<file path="src/rtl/alu_pkg.sv">
// Shared definitions for the ALU issue stage.
//   ALU_ADD / ALU_SUB : op selects the issue logic and bench rely on
//   state_e           : issue FSM state encoding
//   cmd_t / CMD_W     : one buffered command {a, b, sel}
package alu_pkg;

  localparam logic [3:0] ALU_ADD = 4'd0;
  localparam logic [3:0] ALU_SUB = 4'd1;

  typedef enum logic [1:0] {
    IDLE = 2'd0,
    EXEC = 2'd1,
    RESP = 2'd2
  } state_e;

  localparam int unsigned CMD_W = 20;

  typedef struct packed {
    logic [7:0] a;
    logic [7:0] b;
    logic [3:0] sel;
  } cmd_t;

endpackage

</file>
<file path="src/rtl/alu_issue_ctrl_if.sv">
// Bundle of the command, ALU-side and result signals of alu_issue_ctrl.
//   master : environment (command producer, alu, result consumer)
//   slave  : alu_issue_ctrl
interface alu_issue_ctrl_if #(
  parameter int unsigned LVL_W = 3
);
  logic             cmd_valid;
  logic             cmd_ready;
  logic [7:0]       cmd_a;
  logic [7:0]       cmd_b;
  logic [3:0]       cmd_sel;
  logic [7:0]       A;
  logic [7:0]       B;
  logic [3:0]       ALU_Sel;
  logic [7:0]       ALU_Out;
  logic             CarryOut;
  logic             res_valid;
  logic             res_ready;
  logic [7:0]       res_data;
  logic             res_carry;
  logic [LVL_W-1:0] fifo_level;
  logic             busy;

  modport master (
    output cmd_valid, cmd_a, cmd_b, cmd_sel, ALU_Out, CarryOut, res_ready,
    input  cmd_ready, A, B, ALU_Sel, res_valid, res_data, res_carry,
           fifo_level, busy
  );

  modport slave (
    input  cmd_valid, cmd_a, cmd_b, cmd_sel, ALU_Out, CarryOut, res_ready,
    output cmd_ready, A, B, ALU_Sel, res_valid, res_data, res_carry,
           fifo_level, busy
  );
endinterface

</file>
<file path="src/rtl/alu_issue_ctrl_cmd_fifo.sv">
// Synchronous command FIFO, DEPTH x CMD_W, no bypass.
//   push_i / din_i   : write request and data (ignored when full)
//   pop_i / dout_o   : read request and head entry (ignored when empty)
//   full_o / empty_o : status from the registered count
//   level_o          : entries currently stored, 0..DEPTH
module alu_cmd_fifo
  import alu_pkg::*;
#(
  parameter int unsigned DEPTH = 4,
  parameter int unsigned LVL_W = 3
) (
  input  logic             clk,
  input  logic             rst,
  input  logic             push_i,
  input  logic [CMD_W-1:0] din_i,
  input  logic             pop_i,
  output logic [CMD_W-1:0] dout_o,
  output logic             full_o,
  output logic             empty_o,
  output logic [LVL_W-1:0] level_o
);
  localparam int unsigned AW = $clog2(DEPTH);

  logic [CMD_W-1:0] mem_q [DEPTH];
  logic [AW-1:0]    wr_ptr_q;
  logic [AW-1:0]    rd_ptr_q;
  logic [LVL_W-1:0] count_q;
  logic             push_ok;
  logic             pop_ok;

  assign full_o  = (count_q == LVL_W'(DEPTH));
  assign empty_o = (count_q == '0);
  assign level_o = count_q;
  assign dout_o  = mem_q[rd_ptr_q];
  assign push_ok = push_i && !full_o;
  assign pop_ok  = pop_i && !empty_o;

  always_ff @(posedge clk) begin
    if (push_ok) mem_q[wr_ptr_q] <= din_i;
  end

  // Pointers wrap naturally because DEPTH is a power of two.
  always_ff @(posedge clk or posedge rst) begin
    if (rst) begin
      wr_ptr_q <= '0;
      rd_ptr_q <= '0;
      count_q  <= '0;
    end else begin
      if (push_ok) wr_ptr_q <= wr_ptr_q + AW'(1);
      if (pop_ok)  rd_ptr_q <= rd_ptr_q + AW'(1);
      case ({push_ok, pop_ok})
        2'b10:   count_q <= count_q + LVL_W'(1);
        2'b01:   count_q <= count_q - LVL_W'(1);
        default: count_q <= count_q;
      endcase
    end
  end
endmodule

</file>
<file path="src/rtl/alu_issue_ctrl.sv">
// Issue stage for the combinational alu: buffers commands, drives
// A/B/ALU_Sel from registers one command at a time, captures the result
// and offers it on a valid/ready port.
//   clk, rst : clock, asynchronous active-high reset
//   bus      : command port (cmd_*), alu operands/result (A, B, ALU_Sel,
//              ALU_Out, CarryOut), result port (res_*), status
//              (fifo_level, busy)
module alu_issue_ctrl
  import alu_pkg::*;
#(
  parameter int unsigned DEPTH = 4,
  parameter int unsigned LVL_W = 3
) (
  input  logic           clk,
  input  logic           rst,
  alu_issue_ctrl_if.slave bus
);
  state_e           state_q;
  logic [7:0]       a_q;
  logic [7:0]       b_q;
  logic [3:0]       sel_q;
  logic [7:0]       res_data_q;
  logic             res_carry_q;
  logic             res_valid_q;
  logic             busy_q;
  logic             rdy_en_q;

  cmd_t             push_cmd;
  cmd_t             head;
  logic [CMD_W-1:0] head_raw;
  logic             fifo_full;
  logic             fifo_empty;
  logic [LVL_W-1:0] fifo_level;
  logic             push;
  logic             pop;

  assign push_cmd = '{a: bus.cmd_a, b: bus.cmd_b, sel: bus.cmd_sel};
  assign head     = cmd_t'(head_raw);

  // rdy_en_q holds cmd_ready low during reset and for the remainder of the
  // cycle in which reset is released.
  assign bus.cmd_ready = rdy_en_q && !fifo_full;
  assign push = bus.cmd_valid && bus.cmd_ready;
  assign pop  = !fifo_empty &&
                ((state_q == IDLE) || ((state_q == RESP) && bus.res_ready));

  alu_cmd_fifo #(
    .DEPTH (DEPTH),
    .LVL_W (LVL_W)
  ) u_fifo (
    .clk     (clk),
    .rst     (rst),
    .push_i  (push),
    .din_i   (push_cmd),
    .pop_i   (pop),
    .dout_o  (head_raw),
    .full_o  (fifo_full),
    .empty_o (fifo_empty),
    .level_o (fifo_level)
  );

  always_ff @(posedge clk or posedge rst) begin
    if (rst) begin
      a_q   <= '0;
      b_q   <= '0;
      sel_q <= '0;
    end else if (pop) begin
      a_q   <= head.a;
      b_q   <= head.b;
      sel_q <= head.sel;
    end
  end

  always_ff @(posedge clk or posedge rst) begin
    if (rst) begin
      state_q     <= IDLE;
      res_data_q  <= '0;
      res_carry_q <= 1'b0;
      res_valid_q <= 1'b0;
      busy_q      <= 1'b0;
      rdy_en_q    <= 1'b0;
    end else begin
      rdy_en_q <= 1'b1;
      case (state_q)
        IDLE: begin
          if (pop) begin
            state_q <= EXEC;
            busy_q  <= 1'b1;
          end
        end
        EXEC: begin
          res_data_q  <= bus.ALU_Out;
          res_carry_q <= bus.CarryOut;
          res_valid_q <= 1'b1;
          state_q     <= RESP;
        end
        RESP: begin
          if (bus.res_ready) begin
            res_valid_q <= 1'b0;
            if (pop) begin
              state_q <= EXEC;
            end else begin
              state_q <= IDLE;
              busy_q  <= 1'b0;
            end
          end
        end
        default: begin
          state_q <= IDLE;
          busy_q  <= 1'b0;
        end
      endcase
    end
  end

  assign bus.A          = a_q;
  assign bus.B          = b_q;
  assign bus.ALU_Sel    = sel_q;
  assign bus.res_valid  = res_valid_q;
  assign bus.res_data   = res_data_q;
  assign bus.res_carry  = res_carry_q;
  assign bus.fifo_level = fifo_level;
  assign bus.busy       = busy_q;
endmodule

</file>
<file path="src/flat_wrapper.sv">
// flat-port wrapper written by rule: the top's interface ports become plain ports
module alu_issue_ctrl_flat import alu_pkg::*;
#(
  parameter int unsigned DEPTH = 4,
  parameter int unsigned LVL_W = 3
)
  (clk, rst, bus_cmd_valid, bus_cmd_a, bus_cmd_b, bus_cmd_sel, bus_ALU_Out, bus_CarryOut, bus_res_ready, bus_cmd_ready, bus_A, bus_B, bus_ALU_Sel, bus_res_valid, bus_res_data, bus_res_carry, bus_fifo_level, bus_busy);
  alu_issue_ctrl_if #(.LVL_W(LVL_W)) bus_i ();
  input  logic clk;
  input  logic rst;
  input wire logic [$bits(bus_i.cmd_valid)-1:0] bus_cmd_valid;
  input wire logic [$bits(bus_i.cmd_a)-1:0] bus_cmd_a;
  input wire logic [$bits(bus_i.cmd_b)-1:0] bus_cmd_b;
  input wire logic [$bits(bus_i.cmd_sel)-1:0] bus_cmd_sel;
  input wire logic [$bits(bus_i.ALU_Out)-1:0] bus_ALU_Out;
  input wire logic [$bits(bus_i.CarryOut)-1:0] bus_CarryOut;
  input wire logic [$bits(bus_i.res_ready)-1:0] bus_res_ready;
  output wire logic [$bits(bus_i.cmd_ready)-1:0] bus_cmd_ready;
  output wire logic [$bits(bus_i.A)-1:0] bus_A;
  output wire logic [$bits(bus_i.B)-1:0] bus_B;
  output wire logic [$bits(bus_i.ALU_Sel)-1:0] bus_ALU_Sel;
  output wire logic [$bits(bus_i.res_valid)-1:0] bus_res_valid;
  output wire logic [$bits(bus_i.res_data)-1:0] bus_res_data;
  output wire logic [$bits(bus_i.res_carry)-1:0] bus_res_carry;
  output wire logic [$bits(bus_i.fifo_level)-1:0] bus_fifo_level;
  output wire logic [$bits(bus_i.busy)-1:0] bus_busy;
  assign bus_i.cmd_valid = bus_cmd_valid;
  assign bus_i.cmd_a = bus_cmd_a;
  assign bus_i.cmd_b = bus_cmd_b;
  assign bus_i.cmd_sel = bus_cmd_sel;
  assign bus_i.ALU_Out = bus_ALU_Out;
  assign bus_i.CarryOut = bus_CarryOut;
  assign bus_i.res_ready = bus_res_ready;
  assign bus_cmd_ready = bus_i.cmd_ready;
  assign bus_A = bus_i.A;
  assign bus_B = bus_i.B;
  assign bus_ALU_Sel = bus_i.ALU_Sel;
  assign bus_res_valid = bus_i.res_valid;
  assign bus_res_data = bus_i.res_data;
  assign bus_res_carry = bus_i.res_carry;
  assign bus_fifo_level = bus_i.fifo_level;
  assign bus_busy = bus_i.busy;
  alu_issue_ctrl #(.DEPTH(DEPTH), .LVL_W(LVL_W)) u_core (.clk(clk), .rst(rst), .bus(bus_i));
endmodule
</file>
<file path="config.mk">
export PLATFORM = sky130hd
export DESIGN_NAME = alu_issue_ctrl_flat
export DESIGN_NICKNAME = d
export VERILOG_FILES = /design/src/rtl/alu_pkg.sv /design/src/rtl/alu_issue_ctrl_if.sv /design/src/rtl/alu_issue_ctrl_cmd_fifo.sv /design/src/rtl/alu_issue_ctrl.sv /design/src/flat_wrapper.sv
export SDC_FILE = /design/constraint.sdc
export NUM_CORES = 1
export LEC_CHECK = 0
export ABC_AREA = 0
export CAP_MARGIN = 30
export CORE_ASPECT_RATIO = 2
export CORE_MARGIN = 3
export CORE_UTILIZATION = 55
export DETAILED_ROUTE_END_ITERATION = 10
export PLACE_DENSITY_LB_ADDON = 0.2
export SLEW_MARGIN = 20
export SYNTH_ARGS = -nofsm -noshare
export SYNTH_HDL_FRONTEND = slang
export SYNTH_SLANG_ARGS = --single-unit
export TNS_END_PERCENT = 1
</file>
<file path="constraint.sdc">
create_clock -name clk -period 5.1 [get_ports clk]
set_input_delay 1.275 -clock clk [delete_from_list [all_inputs] [get_ports clk]]
set_output_delay 1.275 -clock clk [all_outputs]
set_load 0.05 [all_outputs]
</file>
# Word level (Yosys, flattened, before mapping)
# Memories as Yosys holds them, arrays and structs flattened. A register that Yosys moved wholly into a read port is not among the register bits.
# Cells that the tools add are included.
dict set report word_totals {
  memories 1
  ram_bits 80
  output_inout_bits 35
  elab_cells 52
  ff_bits 21
}
# name words width rd rd_clocked_by_memory_dff write_ports line
set mem_list {}
lappend mem_list {u_core.u_fifo.mem_q 4 20 1 1 1 alu_issue_ctrl_cmd_fifo.sv:24} ;# logic [CMD_W-1:0] mem_q [DEPTH];
dict set report classes {
  addsub 4
  n_eq_ne 8
  mux 13
  reduce_logical 16
  bitwise 1
}
# cell count
set op_table {}
lappend op_table {{two-way mux 1 bit} 7}
lappend op_table {{logical AND 1 bit} 6}
lappend op_table {{!= test 2 bit, second input constant} 3}
lappend op_table {{one-hot mux 2 bit (3 select lines)} 1}
lappend op_table {{one-hot mux 3 bit (2 select lines)} 1}
lappend op_table {{adder 2 x 1 -> 2 bit, second input constant} 2}
lappend op_table {{== test 2 x 1 -> 1 bit, second input constant} 2}
lappend op_table {{== test 2 bit, second input constant} 2}
lappend op_table {{two-way mux 2 bit} 2}
lappend op_table {{AND reduction 2 bit} 2}
lappend op_table {{AND reduction 4 bit} 1}
lappend op_table {{nonzero test 2 bit} 2}
lappend op_table {{adder 3 x 1 -> 3 bit, second input constant} 1}
lappend op_table {{== test 3 bit, second input constant} 1}
lappend op_table {{zero test 3 bit} 1}
lappend op_table {{one-hot mux 1 bit (3 select lines)} 1}
lappend op_table {{subtractor 3 x 1 -> 3 bit, second input constant} 1}
lappend op_table {{zero test 1 bit} 2}
lappend op_table {{zero test 2 bit} 1}
lappend op_table {{one-hot mux 1 bit (2 select lines)} 1}
lappend op_table {{logical OR 1 bit} 1}
lappend op_table {{NOT 1 bit} 1}

# Logic depth before layout (Yosys ltp)
dict set report depth {
  word_depth 7
  depth_mapped 9
}

# Cells and area by module
# A second synthesis with hierarchy kept.
dict set report unflattened {
  cells_unflattened 227
  area_unflattened_um2 4719.5
}
# mod instances cells_each area_per_inst_um2
set by_module_without_submodules {}
lappend by_module_without_submodules {alu_cmd_fifo 1 142 3335.7}
lappend by_module_without_submodules {alu_issue_ctrl 1 85 1383.8}

# Worst setup path after synthesis
# Ideal clock, no wire load.
dict set report synth_path {
  path_kind {input to register}
  startpoint {input bus_res_ready}
  endpoint {register u_core.u_fifo.count_q[2], in the netlist u_core.u_fifo.level_o[2]}
  arrival_ns 2.685
  path_buffers 1
  setup_ns 0.080
  required_ns 5.020
  path_slack_ns 2.335
  stages 9
  path_cell_list {nor2b_1 nor3_4 buf_6 ha_1 inv_1 fa_1 xor2_1 nor2_1 xnor2_1}
}
dict set report synth_between {
  elab_chain_len 6
  word_cells_on_any_way 8
  cone_classes {eq/ne (2); mux (1); reduce/logical (5)}
}
# item line
set synth_rtl {}
lappend synth_rtl {{from (decl)} flat_wrapper.sv:17} ;# input wire logic [$bits(bus_i.res_ready)-1:0] bus_res_ready;
lappend synth_rtl {{logical AND 1 bit *} alu_issue_ctrl.sv:45} ;# ((state_q == IDLE) || ((state_q == RESP) && bus.res_ready));
lappend synth_rtl {{logical OR 1 bit *} alu_issue_ctrl.sv:45}
lappend synth_rtl {{logical AND 1 bit *} alu_issue_ctrl.sv:44} ;# assign pop = !fifo_empty &&
lappend synth_rtl {{via u_core.pop} alu_issue_ctrl.sv:35} ;# logic pop;
lappend synth_rtl {{logical AND 1 bit *} alu_issue_ctrl_cmd_fifo.sv:36} ;# assign pop_ok = pop_i && !empty_o;
lappend synth_rtl {{== test 2 x 1 -> 1 bit / == test 2 bit (equally long branches)} alu_issue_ctrl_cmd_fifo.sv:51} ;# case ({push_ok, pop_ok})
lappend synth_rtl {{one-hot mux 3 bit (2 select lines) / nonzero test 2 bit (equally long branches)} --}
lappend synth_rtl {{to (signal assigned)} alu_issue_ctrl_cmd_fifo.sv:52} ;# 2'b10: count_q <= count_q + LVL_W'(1);
lappend synth_rtl {{to (signal assigned)} alu_issue_ctrl_cmd_fifo.sv:53} ;# 2'b01: count_q <= count_q - LVL_W'(1);
lappend synth_rtl {{to (signal assigned)} alu_issue_ctrl_cmd_fifo.sv:54} ;# default: count_q <= count_q;
lappend synth_rtl {{to (decl)} alu_issue_ctrl_cmd_fifo.sv:27} ;# logic [LVL_W-1:0] count_q;
# Mark *: on every way through the listed nets, which the timed path passes. The rest lies on a longest branch.
# A chain may end at the register's enable or synchronous reset.

# Worst setup path in the final report
dict set report layout_path {
  startpoint {input bus_res_ready}
  endpoint {register u_core.u_fifo.count_q[2], in the netlist u_core.u_fifo.level_o[2]}
}
dict set report layout_between {
  elab_chain_len 6
  word_cells_on_any_way 8
  cone_classes {eq/ne (2); mux (1); reduce/logical (5)}
}
# item line
set layout_rtl {}
lappend layout_rtl {{logical AND 1 bit *} alu_issue_ctrl.sv:45}
lappend layout_rtl {{logical OR 1 bit *} alu_issue_ctrl.sv:45}
lappend layout_rtl {{logical AND 1 bit *} alu_issue_ctrl.sv:44}
lappend layout_rtl {{logical AND 1 bit *} alu_issue_ctrl_cmd_fifo.sv:36}
lappend layout_rtl {{== test 2 x 1 -> 1 bit / == test 2 bit (equally long branches)} alu_issue_ctrl_cmd_fifo.sv:51}
lappend layout_rtl {{one-hot mux 3 bit (2 select lines) / nonzero test 2 bit (equally long branches)} --}
# Mark *: on every way between the ends. The rest lies on a longest branch, timed or not.

==> results.md <==
Floorplan:
- The region available for standard cell placement spans 8290 µm².
- The floorplan step defined a die boundary enclosing slightly below 10000 µm².
- The total number of placement rows is 47.
- The number of top-level pins is 68.
- The die is 137 µm tall.
- The die width is 71.3 µm.
- Once the floorplan was initialized, standard cells occupied 56.5% of the core.

Placement:
- Prior to clock tree synthesis, the placed netlist has a worst setup slack of 1.49 ns.
- The cell count after placement is 386.
- Buffers placed on the I/O ports in this run total 67.
- The half-perimeter wire length of the detailed placement result is roughly 5500 µm.
- The congestion estimate from routability-driven global placement came to 0.740.

Setup path:
- The startpoint of the most critical setup path is bus_res_ready.
- The worst endpoint data arrival time is 3.51 ns.
- The largest single stage delay on the critical path is 0.52 ns.
- At the worst endpoint, the required time is about 5.4 ns.
- The slowest stage of the critical path is the sky130_fd_sc_hd__clkdlybuf4s50_1 cell.
- The critical path endpoint category is a flop.
- The worst setup path is launched from an input pin.
- The worst setup path is of the in -> reg kind.
- The startpoint identified for the worst register-to-register timing path is u_core.u_fifo.level_o[0].
- Walking the worst path, the cells encountered are clkdlybuf4s50_1 > nor2b_1 > nor3_4 > buf_4 > ha_1 > inv_1 > fa_1 > xor2_1 > nor2_1 > xnor2_1.
- The largest driver fanout on the critical path is 22.

Clock tree:
- The count of hold-fix buffers inserted at cts is 0.
- The buffers inserted during post-CTS setup optimization is 0.
- The number of gates resized after cts is 0.
- Clock tree synthesis inserted a total of 17 buffers.
- The clock tree synthesis step divided the H-tree into 4 levels.
- The clock insertion delay at the later pin of the skew report is 0.41 ns.
- Clock-pin slew was measured on the worst setup and hold paths at 0.05 ns.
- For this design, the sink count on the clock tree is 121.
- The tree is rooted in a sky130_fd_sc_hd__clkbuf_16.
- In this run the deepest clock path goes through 2 buffers.
- The clock tree from TritonCTS is yes.

Power:
- The combinational power share is 40.7%.
- The fraction of power consumed by sequential logic is 35.2%.
- The switching power of the nets is ~0.0014 W.
- In this run the static leakage power is 2.26 nW.
- The internal portion of the total power is 0.00271 W.
- Of the total power, the share spent switching nets is 34.9%.
- The peak ir drop on the vdd network is 487 µV.
- The clock network accounts for 24.1% of the total power.
- The power per standard cell area is 689 nW/µm².

Yosys:
- The distinct cell type count after synthesis is 30.
- The cell count after synthesis is 222.
- The Yosys step of the flow raised 0 warnings.
- The post-synthesis net count is around 260.
- For this run, the register share of the synthesized area comes to 73.2%.
- The total standard cell area after synthesis is 4680 µm².
- The count of state elements after synthesis is 121.
- The average instance in the mapped netlist occupies 21.1 µm².
- The cell taking the most area after synthesis is sky130_fd_sc_hd__edfxtp_1.
- After synthesis, the largest area contributor takes up just over 50% of total cell area.
- After synthesis, the cell types taking the most area are sky130_fd_sc_hd__edfxtp_1, sky130_fd_sc_hd__dfrtp_1, sky130_fd_sc_hd__mux4_2.

Drt:
- After detailed routing, the total wire length is 8150 µm.
- The pre-antenna-repair detailed-routing pass consisted of 4 iterations.
- In the final routed layout, each cell accounts on average for 19.4 µm.
- Once detail routing completed, the nets flagged for antenna violations numbered 0.
- The initial DRC count is 50.
- The overall via count from detail_route is 2296.
- In the routed design, unresolved DRC markers number 0.
- The number of vias per cell after detailed routing is roughly 5.5.

Flow run:
- The total of max-cap violations is 0.

STA:
- The max-slew violation count is 0.
- The worst max-slew margin expressed relative to the limit is 45.7%.
- Across the routed clock network, the largest skew measured is 0.0138 ns.
- The achievable clock frequency is 314 MHz.
- After routing, the total negative slack on setup checks comes to 0 ns.
- For the finished layout, the period the worst path requires is ~3.2 ns.
- Final hold analysis gives a worst-case slack of around 0.50 ns.
- Setup repair after global routing left no endpoint under its margin.
- Setup violations remaining at the end of the flow were counted as 0.
- The post-route fraction of the period consumed by the critical path is between 60 and 70%.
- At the pin with the least slew margin, the transition time is 0.813 ns.
- Setup slack on the critical path of the routed design comes to 1.91 ns.
- The total count of hold-check failures in the final report came to 0.

Global route:
- The total overflow left after global routing is 0.
- Entering global routing, the biggest net connects 42 pins.
- For this run, the total global-route usage over all layers was measured as 18.9%.
- The first-pass GRT wire length is 13100 µm.
- The initial antenna violation count is 0.
- The via count of the first global-routing pass is 2534.

Final layout:
- Relative to the synthesized area, the layout overhead comes to 28.8%.
- The count of inserted antenna diode cells is 0.
- The post-route netlist has roughly a quarter of its cells at a drive strength greater than 1.
- The layout has 513 filler cells.
- The final net count is 348.
- The count of placed standard cells in the final layout, fillers left out is 420.

Worst hold path:
- The startpoint of the most critical hold path is u_core.bus.res_data[6].
- In this run the worst hold path is classified as reg -> reg.

Status:
- The run finished with clean final reports.
final cells by class:
class,count,area [µm²],area share (%)
Clock buffer,26,479,7.94
Tap cell,98,123,2.03
Sequential cell,121,3430,56.8
Multi-Input combinational cell,84,1160,19.2
Inverter,10,37.5,0.622
Timing Repair Buffer,75,781,12.9
Clock inverter,6,26.3,0.435
cell usage in the layout (no fill, tap or decap), drive strengths merged:
| cell | n |
|---|---|
| edfxtp | 80 |
| nor2b | 2 |
| and2 | 4 |
| buf | 8 |
| xor2 | 3 |
| mux4 | 20 |
| o21ai | 1 |
| clkinv | 6 |
| conb | 1 |
| or3 | 1 |
| clkdlybuf4s50 | 67 |
| dfrtp | 41 |
| nor4b | 1 |
| a31oi | 1 |
| fa | 1 |
| nor3 | 3 |
| ha | 5 |
| xnor2 | 3 |
| nor2 | 2 |
| inv | 10 |
| mux2i | 1 |
| mux2 | 30 |
| o311a | 1 |
| o31a | 1 |
| clkbuf | 26 |
| nand2 | 1 |
| a32o | 1 |
| o21bai | 1 |
critical path: cells and delay by family:
kind	cells	cell delay [ns]
buffers and inverters	3	0.98
adders and majority gates	2	0.64
and+or+nand+nor	3	0.34
xor gates and xnor gates	2	0.27
through the flow:
step	total power, W	cell area [µm²]	util [%]
after global placement	0.00312	5440	65.6
after global routing	0.00435	6040	72.8
final	0.00416	6040	72.8
after floorplan	0.00270	4680	-
after CTS	0.00420	6000	72.4
after detailed placement	0.00318	5500	66.3
final timing paths:
check                                            to  slack (ns)  depth (start not counted)
min                          u_core.bus.res_data[6]        0.50                          1
max                        u_core.u_fifo.level_o[2]        1.91                         10
max reg2reg                u_core.u_fifo.level_o[2]        2.77                          9
min reg2reg                  u_core.bus.res_data[6]        0.50                          1
max in group asynchronous     u_core.bus.ALU_Sel[3]        3.56                          3
min in group asynchronous           u_core.bus.B[5]        1.09                          2
metal layers:
metal  wire [µm]  vias up  track usage, %
met2        4630       66            32.7
li1            -     1040               -
met4         112        0            8.16
met1        3010     1180            21.0
met3         391       10            6.10
met5           0        -               0
sequential cells by signal (all words and copies together), names as in the netlist, 2 cells and up:
name                    cells
u_core.bus.A                8
u_core.bus.ALU_Sel          4
u_core.bus.B                8
u_core.bus.res_data         8
u_core.state_q              2
u_core.u_fifo.level_o       3
u_core.u_fifo.mem_q        80
u_core.u_fifo.rd_ptr_q      2
u_core.u_fifo.wr_ptr_q      2
logic make-up after synthesis:
family,after synthesis,share of synthesized area (%)
AND/OR/NAND/NOR,14,2.16
adder cells (fa/ha/maj),6,1.76
multiplexers,51,18.6
flip-flops,121,73.2
other,1,0.0801
buffers and inverters,17,2.03
XOR/XNOR,6,1.12
AO/OA/AOI/OAI,6,1.02
cells in the mapped netlist:
cell	number
sky130_fd_sc_hd__clkbuf_1	2
sky130_fd_sc_hd__mux2i_1	1
sky130_fd_sc_hd__or3_1	1
sky130_fd_sc_hd__mux2_4	18
sky130_fd_sc_hd__a31oi_1	1
sky130_fd_sc_hd__nor2b_1	2
sky130_fd_sc_hd__nor3_4	2
sky130_fd_sc_hd__o31a_1	1
sky130_fd_sc_hd__nor3_1	1
sky130_fd_sc_hd__mux4_2	18
sky130_fd_sc_hd__mux2_2	12
sky130_fd_sc_hd__o21bai_1	1
sky130_fd_sc_hd__conb_1	1
sky130_fd_sc_hd__o21ai_0	1
sky130_fd_sc_hd__edfxtp_1	80
sky130_fd_sc_hd__a32o_1	1
sky130_fd_sc_hd__xnor2_1	3
sky130_fd_sc_hd__and2_1	4
sky130_fd_sc_hd__o311a_1	1
sky130_fd_sc_hd__nor4b_1	1
sky130_fd_sc_hd__nand2_1	1
sky130_fd_sc_hd__ha_1	5
sky130_fd_sc_hd__xor2_1	3
sky130_fd_sc_hd__buf_2	1
sky130_fd_sc_hd__inv_1	10
sky130_fd_sc_hd__buf_6	4
sky130_fd_sc_hd__dfrtp_1	41
sky130_fd_sc_hd__nor2_1	2
sky130_fd_sc_hd__mux4_1	2
sky130_fd_sc_hd__fa_1	1
power by group through the flow:
stage	logic (W)	clock network (W)	registers, W
final	0.00169	0.00100	0.00146
after global routing	0.00178	0.00107	0.00150
after detailed placement	0.00167	0	0.00151
after CTS	0.00168	0.00102	0.00150
after floorplan	0.000792	0	0.00191
after global placement	0.00162	0	0.00150
(Power assumes the default switching activity.)
